[config.mk]
export PLATFORM = sky130hd
export DESIGN_NAME = skintone_stream_ctrl
export DESIGN_NICKNAME = d
export VERILOG_FILES = /design/src/rtl/skintone_stream_ctrl.sv
export SDC_FILE = /design/constraint.sdc
export NUM_CORES = 1
export LEC_CHECK = 0
export BUFFER_PORTS_ARGS = -buffer_cell sky130_fd_sc_hd__buf_2
export CAP_MARGIN = 25
export CORE_ASPECT_RATIO = 1.75
export CORE_MARGIN = 5
export CORE_UTILIZATION = 65
export DETAILED_ROUTE_END_ITERATION = 8
export PLACE_DENSITY = 0.84
export SYNTH_ARGS = -nofsm -noshare
export SYNTH_HDL_FRONTEND = slang
export SYNTH_SLANG_ARGS = --single-unit
[constraint.sdc]
create_clock -name clk -period 12.6 [get_ports clk]
set_input_delay 1.89 -clock clk [delete_from_list [all_inputs] [get_ports clk]]
set_output_delay 1.89 -clock clk [all_outputs]
set_load 0.01 [all_outputs]
[src/rtl/skintone_stream_ctrl.sv]
// Frame sequencer and credit-based flow controller for the fixed-latency skintone datapath.
// Results are parked in a first-word-fall-through FIFO whose slots are reserved at accept time.
module skintone_stream_ctrl #(
    parameter int LAT    = 16,
    parameter int DEPTH  = 32,
    parameter int FLEN_W = 20
) (
    input  logic              clk,
    input  logic              rst,
    input  logic              start,
    input  logic [FLEN_W-1:0] frame_len,
    output logic              busy,
    output logic              done,
    input  logic [23:0]       s_pixel,
    input  logic              s_valid,
    output logic              s_ready,
    output logic [23:0]       dp_pixel,
    output logic              dp_valid,
    input  logic [7:0]        dp_result,
    input  logic              dp_result_valid,
    output logic [7:0]        m_score,
    output logic              m_valid,
    input  logic              m_ready,
    output logic              m_last,
    output logic              err_overflow
);

    localparam int CW = $clog2(DEPTH) + 1;
    localparam int AW = (DEPTH > 1) ? $clog2(DEPTH) : 1;
    localparam int FW = $clog2(LAT + 1);

    typedef enum logic [2:0] {
        S_FLUSH,
        S_IDLE,
        S_RUN,
        S_DRAIN,
        S_DONE
    } state_t;

    state_t            r_state;
    state_t            w_next;
    logic [FW-1:0]     r_flush;
    logic [FLEN_W-1:0] r_len;
    logic [FLEN_W-1:0] r_issued;
    logic [FLEN_W-1:0] r_retired;
    logic [CW-1:0]     r_inflight;
    logic [CW-1:0]     r_count;
    logic [AW-1:0]     r_wptr;
    logic [AW-1:0]     r_rptr;
    logic [8:0]        r_mem [DEPTH];
    logic [23:0]       r_dp_pixel;
    logic              r_dp_valid;
    logic              r_err;

    logic              w_hs;
    logic              w_cap;
    logic              w_rd;
    logic              w_wr;
    logic              w_full;
    logic              w_last;
    logic [CW:0]       w_occ;
    logic [8:0]        w_head;

    // Inflight credits plus stored results bound the FIFO occupancy.
    assign w_occ   = {1'b0, r_inflight} + {1'b0, r_count};
    assign s_ready = (r_state == S_RUN) && (w_occ < (CW+1)'(DEPTH));
    assign w_hs    = s_valid && s_ready;
    assign w_cap   = dp_result_valid && (r_inflight != '0);
    assign w_full  = (r_count == CW'(DEPTH));
    assign w_rd    = m_valid && m_ready;
    assign w_wr    = w_cap && (!w_full || w_rd);
    assign w_last  = ((r_retired + FLEN_W'(1)) == r_len);
    assign w_head  = r_mem[r_rptr];

    assign busy         = rst && (r_state != S_IDLE);
    assign done         = (r_state == S_DONE);
    assign dp_pixel     = r_dp_pixel;
    assign dp_valid     = r_dp_valid;
    assign m_valid      = (r_count != '0);
    assign m_score      = m_valid ? w_head[7:0] : '0;
    assign m_last       = m_valid && w_head[8];
    assign err_overflow = r_err;

    always_comb begin
        w_next = r_state;
        unique case (r_state)
            S_FLUSH: if (r_flush == FW'(LAT)) w_next = S_IDLE;
            S_IDLE:  if (start) w_next = (frame_len == '0) ? S_DONE : S_RUN;
            S_RUN:   if (w_hs && ((r_issued + FLEN_W'(1)) == r_len)) w_next = S_DRAIN;
            S_DRAIN: if ((r_inflight == '0) && (r_count == '0)) w_next = S_DONE;
            S_DONE:  w_next = S_IDLE;
            default: w_next = S_FLUSH;
        endcase
    end

    always_ff @(posedge clk or negedge rst) begin
        if (!rst) begin
            r_state    <= S_FLUSH;
            r_flush    <= '0;
            r_len      <= '0;
            r_issued   <= '0;
            r_retired  <= '0;
            r_inflight <= '0;
            r_dp_pixel <= '0;
            r_dp_valid <= 1'b0;
            r_err      <= 1'b0;
        end else begin
            r_state    <= w_next;
            r_flush    <= (r_state == S_FLUSH) ? r_flush + FW'(1) : '0;
            r_dp_valid <= w_hs;
            if (w_hs) r_dp_pixel <= s_pixel;
            if (r_state == S_IDLE && start) begin
                r_len     <= frame_len;
                r_issued  <= '0;
                r_retired <= '0;
            end else begin
                if (w_hs)  r_issued  <= r_issued + FLEN_W'(1);
                if (w_cap) r_retired <= r_retired + FLEN_W'(1);
            end
            unique case ({w_hs, w_cap})
                2'b10:   r_inflight <= r_inflight + CW'(1);
                2'b01:   r_inflight <= r_inflight - CW'(1);
                default: r_inflight <= r_inflight;
            endcase
            if (w_cap && w_full && !w_rd) r_err <= 1'b1;
        end
    end

    always_ff @(posedge clk or negedge rst) begin
        if (!rst) begin
            r_wptr  <= '0;
            r_rptr  <= '0;
            r_count <= '0;
        end else begin
            if (w_wr) r_wptr <= (r_wptr == AW'(DEPTH - 1)) ? '0 : r_wptr + AW'(1);
            if (w_rd) r_rptr <= (r_rptr == AW'(DEPTH - 1)) ? '0 : r_rptr + AW'(1);
            unique case ({w_wr, w_rd})
                2'b10:   r_count <= r_count + CW'(1);
                2'b01:   r_count <= r_count - CW'(1);
                default: r_count <= r_count;
            endcase
        end
    end

    // Storage needs no reset: m_valid qualifies every read.
    always_ff @(posedge clk) begin
        if (w_wr) r_mem[r_wptr] <= {w_last, dp_result};
    end

endmodule

==> metrics.txt, run 1 <==
sw power=0.001404 W; Syn. warnings=0; Worst Hold Class=flip-flop to flip-flop; gr ovfl total=0; Max-Cap Viols=0; IO Count=97; Post-CTS Resized=0; CTS sink count=404; initial core utilization=0.6576; TNS Setup=0 ns; DR WL/cell=26.47 um; CTS Buf Count=36; main combinational cell family by area after synthesis=multiplexers; DRC viols=0; switch share=0.3315; CTS tree=yes; initial antenna violation count=0; Clock transition at path regs=0.06 ns; worst slew pin tran=1.087 ns; Synth Net Count=1306; Reg2Reg Depth=14; PD cells=210.9 nW/um2; Synth top area share=0.4830; vias per std cell=6.511; vias in the first global route=11420; Overall Global Routing Usage=0.2974; first-pass detailed-route iteration total=5; multi-input logic area=5996 um2; distinct cell type count after synthesis=61; WHS Path Cells=2; mux share of post-synthesis cell area=0.1339; Synth async-reset ratio=0.2871; Vias=11170; worst skew pair latency=0.54 ns; sequential cell area=11560 um2; CP Max Fanout=39; full die area=31100 um2; Flop pwr share=0.431; top_reg_cell synth=edfxtp_1; run status=completed; largest net degree at the start of global routing=71; row cnt=80; Worst Setup End Kind=output pin; die height=229.6 um; final number of max-transition violations=0; Synth Area in Simple Gates=0.09804; Setup crit start kind=flip-flop; Synth Instances=1221; Detailed Route WL=45430 um; NumNets Final=1407; n_diodes=0; synthesized area=17900 um2; # fillers=1660; placed instance area=18840 um2; deepest clock path buffer count=3; internal power=0.002831 W; Critical Path AT=4.02 ns; Max rail drop VDD=0.2175 mV; clock share of power=0.258; clock root cell=clkbuf_16; Compound-Gate Fraction of Synth Area=0.04284; clock skew=0.01840 ns; relative slew slack=0.2730; area leader, netlist=edfxtp_1; layout cell share with drive strength beyond 1=0.2383; Max H-tree Level=2; flop and latch count out of synthesis=404; fin area=20080 um2; Routed Antenna Nets=0; LEAKAGE=7.413 nW; CORE AREA=27230 um2; Comb pwr share=0.311; post-synthesis adder-cell area fraction=0.01971; first-pass GRT wire length=68400 um; Post-synth EDFFs=288; crit share post-route=0.4691; commonest cells in the netlist=edfxtp_1, nand2_1, dfrtp_1; Detailed Place HPWL=29250 um; Setup violations, final=0; minimum period implied by the final worst setup slack=5.911 ns; count leader, synth=edfxtp_1; XOR/XNOR Fraction of Synth Area=0.03962; Seq/Total Area, Yosys=0.6451; Die X=135.5 um; Iter 0 DRT Violations=1132; critical path required time=10.71 ns; area growth from synthesis to layout=12.16%; top cells by area, synth=edfxtp_1, dfrtp_1, mux4_2, nand2_1, xnor2_1; WS Path Type=flip-flop to output pin; RSZ-0062 raised after global routing=no; final hold vios=0; gpl congestion=0.9112; Max Clock Freq=0.1692 GHz; port bufs=96; CTS Hold Bufs=0; average cell area after synthesis=14.66 um2; setup repair bufs after CTS=0; WHS=0.4684 ns
[cell families (layout without fill, tap and decap cells)]
kind of cell             Yosys count  count (layout)
flip-flops                       404             404
AND/OR/NAND/NOR                  368             368
AO/OA/AOI/OAI                    128             128
multiplexers                     124             124
buffers and inverters             89             215
XOR/XNOR                          81              81
adder cells (fa/ha/maj)           27              27
[layout by cell type (no fill, tap or decap), types with 24 or more instances in the layout]
cell / count
a21oi_1: 27
buf_2: 95
clkbuf_16: 38
dfrtp_1: 114
edfxtp_1: 288
ha_1: 25
mux2_2: 24
mux4_2: 90
nand2_1: 131
nand3_1: 30
nor2_1: 93
o21ai_0: 54
xnor2_1: 45
xor2_1: 36
[per-layer routing]
metal  track usage  vias to the layer above  wire (um)
met3       0.04523                      174       3406
met4        0.1876                        0       3447
met2        0.5313                      684      24520
met5             0                        -          0
li1              -                     4796          -
met1        0.3256                     5519      14060
[power groups by stage]
stage               logic (W)  registers [W]  clock network, W
floorplan            0.000936        0.00174                 0
global placement      0.00119        0.00184                 0
detailed placement    0.00127        0.00184                 0
CTS                   0.00131        0.00182           0.00111
global route          0.00142        0.00185           0.00117
finish                0.00132        0.00182           0.00109
[metrics by stage]
step	total power, W	setup slack [ns]	cells	utilization
CTS	0.004239	6.603	1707	0.7347
global placement	0.003035	7.231	1628	0.6850
floorplan	0.002678	8.422	1221	-
global route	0.004438	6.369	1716	0.7376
detailed placement	0.003117	7.215	1644	0.6920
finish	0.004235	6.689	1716	0.7376
[final cells by class]
class                           count  area share
Multi-Input combinational cell    728      0.2986
Inverter                           21    0.003925
Clock buffer                       45     0.04984
Tap cell                          369     0.02299
Sequential cell                   404      0.5755
Timing Repair Buffer              131     0.04112
Clock inverter                     18    0.008100
[sequential cells by signal, summed over array words and instances, names as in the netlist, 3 cells and up]
signal and flops:
dp_pixel 24, r_mem 288, r_inflight 6, r_len 20, r_rptr 5, r_issued 20
r_flush 5, r_retired 20, r_count 6, r_wptr 5, r_state 3
[worst max-delay path, stage by stage, from the launching register on]
cell     delay [ns]
dfrtp_4        0.90
buf_4          0.71
mux4_2         0.66
mux4_2         0.52
mux2i_1        0.33
nor2_1         0.11
buf_2          0.18
[final timing paths]
path                             start  slack (ns)             to
max in group asynchronous          rst        9.87   dp_pixel[12]
min                        dp_pixel[3]        0.47    dp_pixel[3]
min reg2reg                dp_pixel[3]        0.47    dp_pixel[3]
max reg2reg                 r_count[3]        8.57     r_count[5]
min in group asynchronous          rst        1.37  r_inflight[0]
max                          r_rptr[0]        6.69         m_last
(Power assumes the default switching activity.)
==> run 2: changes to the inputs <==
--- a/config.mk
+++ b/config.mk
@@ -9,9 +9,9 @@
 export CAP_MARGIN = 25
 export CORE_ASPECT_RATIO = 1.75
 export CORE_MARGIN = 5
-export CORE_UTILIZATION = 65
+export CORE_UTILIZATION = 55
 export DETAILED_ROUTE_END_ITERATION = 8
-export PLACE_DENSITY = 0.84
+export PLACE_DENSITY = 0.76
 export SYNTH_ARGS = -nofsm -noshare
 export SYNTH_HDL_FRONTEND = slang
 export SYNTH_SLANG_ARGS = --single-unit
==> constraint.sdc (replaced) <==
create_clock -name clk -period 5.1 [get_ports clk]
set_input_delay 0.765 -clock clk [delete_from_list [all_inputs] [get_ports clk]]
set_output_delay 0.765 -clock clk [all_outputs]
set_load 0.01 [all_outputs]
==> metrics.txt, run 2 (synthesis results as in run 1) <==
clock skew=0.02804 ns; crit share post-route=0.7838; layout cell share with drive strength beyond 1=0.2257; Routed Antenna Nets=0; Worst Hold Class=primary input to async pin; vias per std cell=6.150; minimum period implied by the final worst setup slack=3.997 ns; initial antenna violation count=0; Worst Setup End Kind=output pin; row cnt=87; CTS Buf Count=36; worst slew pin tran=1.144 ns; PD cells=520.0 nW/um2; # fillers=2346; Flop pwr share=0.440; initial core utilization=0.5557; Critical Path AT=3.23 ns; Vias=10630; IO Count=97; Overall Global Routing Usage=0.2262; setup repair bufs after CTS=0; relative slew slack=0.2377; sequential cell area=11560 um2; die height=248.7 um; gpl congestion=0.9013; first-pass GRT wire length=63690 um; Inst Count DP=1665; Max-Cap Viols=0; DR WL/cell=23.62 um; Reg2Reg Setup Slack=1.41 ns; Max Clock Freq=0.2502 GHz; LEAKAGE=7.304 nW; Crit Reg-Reg Startpoint=r_inflight[1]; final number of max-transition violations=0; TNS Setup=0 ns; final hold vios=0; largest net degree at the start of global routing=70; gr ovfl total=0; critical path required time=4.34 ns; Max rail drop VDD=0.5330 mV; Largest register FFs=288; full die area=36410 um2; run status=completed; Setup crit start kind=flip-flop; multi-input logic area=5996 um2; commonest cells after routing, fill and taps aside=edfxtp_1, nand2_1, dfrtp_1, buf_2, nor2_1; area growth from synthesis to layout=11.50%; n_diodes=0; WS Path Type=flip-flop to output pin; deepest clock path buffer count=3; FF-to-FF End=r_count[5]; Post-CTS Resized=0; port bufs=96; CORE AREA=32220 um2; CTS sink count=404; Post-Layout Cell Count=1729; vias in the first global route=11110; Die X=146.4 um; most common cell after layout, fill and taps aside=edfxtp_1; Setup violations, final=0; Reg2Reg Depth=13; CTS tree=yes; Detailed Place HPWL=27620 um; clock share of power=0.266; clock root cell=clkbuf_16; switch share=0.3210; Largest Register=r_mem; RSZ-0062 raised after global routing=no; worst skew pair latency=0.54 ns; sw power=0.003333 W; internal power=0.007048 W; NumNets Final=1388; CP Max Fanout=19; Detailed Route WL=40840 um; DRC viols=0; first-pass detailed-route iteration total=8; Clock transition at path regs=0.07 ns; Comb pwr share=0.295; Iter 0 DRT Violations=922; CTS Hold Bufs=0; Max H-tree Level=2
-- run 2: worst max-delay path, cell delays in order (launching register included) --
cell	delay, ns
dfrtp_4	0.64
buf_4	0.44
mux4_2	0.57
mux4_2	0.51
mux2i_1	0.28
nor2_1	0.11
buf_2	0.15
-- run 2: metrics by stage --
step                hold slack (ns)  setup slack (ns)  total power, W    util  instance area (um2)
detailed placement           0.4568             1.380        0.007667  0.5824                18760
CTS                          0.2643             1.035         0.01045  0.6196                19960
finish                       0.2547             1.103         0.01038  0.6196                19960
global placement             0.4518             1.512        0.007574  0.5820                18750
global route                 0.3143            0.9202         0.01092  0.6196                19960
floorplan                    0.4529            0.9217        0.006617       -                17900
-- run 2: cell type report --
class                           count  area share
Timing Repair Buffer              112     0.03165
Multi-Input combinational cell    728      0.3003
Sequential cell                   404      0.5789
Inverter                           21    0.003949
Clock buffer                       44     0.04976
Clock inverter                     20     0.01028
Tap cell                          400     0.02507
-- run 2: worst max-delay path by stage --
stage / to / slack [ns] / startpoint
final: m_last / 1.10 / r_rptr[0]
after global routing: m_last / 0.92 / r_rptr[0]
after CTS: m_last / 1.03 / r_rptr[0]
after detailed placement: r_count[5] / 1.38 / r_inflight[1]
after global placement: r_count[5] / 1.51 / r_inflight[1]
after floorplan: r_mem[0][8] / 0.92 / r_retired[0]
-- run 2: power groups by stage --
stage               registers, W  clock network [W]  logic, W
floorplan                0.00430                  0   0.00231
global placement         0.00459                  0   0.00298
detailed placement       0.00461                  0   0.00305
CTS                      0.00456            0.00280   0.00309
global route             0.00463            0.00296   0.00334
finish                   0.00456            0.00276   0.00306
-- run 2: routing by layer --
| metal | up-vias | share of wire | track usage |
|---|---|---|---|
| met5 | - | 0 | 0 |
| met4 | 0 | 0.042 | 0.08558 |
| met3 | 107 | 0.053 | 0.03315 |
| met2 | 399 | 0.58 | 0.4451 |
| met1 | 5366 | 0.33 | 0.2388 |
| li1 | 4761 | - | - |
==> run 3: changes to the inputs <==
==> constraint.sdc (replaced) <==
create_clock -name clk -period 3.4 [get_ports clk]
set_input_delay 0.51 -clock clk [delete_from_list [all_inputs] [get_ports clk]]
set_output_delay 0.51 -clock clk [all_outputs]
set_load 0.01 [all_outputs]
==> metrics.txt, run 3 (synthesis results as in run 1) <==
run status=completed; initial antenna violation count=0; CORE AREA=32220 um2; Detailed Place HPWL=27180 um; minimum period implied by the final worst setup slack=3.353 ns; most common cell after layout, fill and taps aside=edfxtp_1; NumNets Final=1407; Max H-tree Level=2; Critical Path AT=2.84 ns; DRC viols=0; first-pass detailed-route iteration total=5; Most common cell on crit path=mux4_2; layout cell share with drive strength beyond 1=0.2389; Overall Global Routing Usage=0.2211; Worst Slack Setup Final=0.04658 ns; PD cells=796.8 nW/um2; row cnt=87; vias per std cell=6.074; Max-Cap Viols=0; Max Clock Freq=0.2982 GHz; vias in the first global route=11010; sequential cell area=11560 um2; IO Count=97; hold endpoint=dp_pixel[23]; gpl congestion=0.9293; gr ovfl total=0; hold wc startpoint=s_pixel[23]; DR WL/cell=22.96 um; worst slew pin tran=1.035 ns; Overall Power=0.01619 W; worst skew pair latency=0.56 ns; WHS Path Cells=3; Routed Antenna Nets=0; LEAKAGE=7.470 nW; TNS Setup=0 ns; RSZ-0062 raised after global routing=yes; port bufs=96; Largest register FFs=288; Max rail drop VDD=0.7324 mV; final number of max-transition violations=0; Setup crit start kind=flip-flop; # fillers=2291; clock root cell=clkbuf_16; Detailed Route WL=40230 um; full die area=36410 um2; CTS sink count=404; crit path max-delay cell type=mux4_2; WS Path Type=flip-flop to output pin; clock skew=0.03809 ns; largest net degree at the start of global routing=81; Reg2Reg Depth=14; CP max stage delay=0.59 ns; Clock transition at path regs=0.07 ns; deepest clock path buffer count=3; Reg2Reg Setup Slack=0.30 ns; FF-to-FF End=r_inflight[5]; area growth from synthesis to layout=13.52%; CTS Buf Count=38; crit share post-route=0.9863; Largest Register=r_mem; CP Max Fanout=7; Iter 0 DRT Violations=726; first-pass GRT wire length=62550 um; Setup violations, final=0; Crit Reg-Reg Startpoint=r_count[5]; n_diodes=0; final hold vios=0; Vias=10640; Worst Setup End Kind=output pin; commonest cells after routing, fill and taps aside=edfxtp_1, nand2_1, dfrtp_1, buf_2, nor2_1; CP Cell Sequence=buf_12, buf_8, mux4_2, mux4_2, mux2i_1, nor2_1, buf_2; multi-input logic area=6013 um2; pre-CTS setup slack=0.3156 ns; Worst Hold Class=primary input to flip-flop; Die X=146.4 um; CTS tree=yes; relative slew slack=0.3077; initial core utilization=0.5557; die height=248.7 um; critical path required time=2.89 ns
==> run 3: how the worst max path moves through the flow <==
stage | slack [ns] | depth (start not counted) | start | end
after floorplan | 0.04 | 7 | r_retired[0] | r_mem[0][8]
after global placement | 0.30 | 10 | r_count[2] | r_issued[11]
after detailed placement | 0.32 | 14 | r_count[5] | r_inflight[5]
after CTS | 0.001 | 6 | r_rptr[0] | m_score[5]
after global routing | -0.006 | 8 | r_rptr[0] | m_score[0]
final | 0.05 | 7 | r_rptr[0] | m_score[1]
==> run 3: cell type report <==
class | count | area share
Clock buffer | 43 | 0.04771
Clock inverter | 27 | 0.01662
Inverter | 21 | 0.003878
Multi-Input combinational cell | 728 | 0.2959
Sequential cell | 404 | 0.5687
Tap cell | 400 | 0.02462
Timing Repair Buffer | 129 | 0.04260
==> run 3: critical path: cells and delay by family, from the launching register on <==
kind,cells,cell delay (ns)
buf+inv,3,0.42
flops,1,0.44
mux,3,1.33
simple gates,1,0.08
==> run 3: routing by layer <==
layer  part of all wire  track usage  vias to the layer above
met3              0.055      0.03588                       98
met5                  0            0                        -
met4              0.045      0.08988                        0
met2               0.54       0.4051                      438
met1               0.36       0.2568                     5306
li1                   -            -                     4800
==> run 3: through the flow <==
step	utilization	instances	instance area [um2]	hold WS [ns]
after floorplan	-	1221	17920	0.2144
after global placement	0.5852	1671	18860	0.4522
after detailed placement	0.5855	1672	18860	0.4569
after CTS	0.6277	1748	20230	0.1508
after global routing	0.6308	1752	20320	0.1557
final	0.6308	1752	20320	0.1742
==> run 3: where the power goes <==
| group | switching, W | internal [W] | total, W |
|---|---|---|---|
| clock network | 0.00187 | 0.00255 | 0.00442 |
| logic | 0.00272 | 0.00245 | 0.00517 |
| registers | 0.000659 | 0.00594 | 0.00660 |
==> run 3: timing repair <==
item,CTS,global route
setup endpoints to repair,9,9
buffers inserted,5,2
gates cloned,0,2
endpoints found under the hold margin,36,0
gates resized for setup,2,6
hold buffers,1,0
pin swaps,0,2
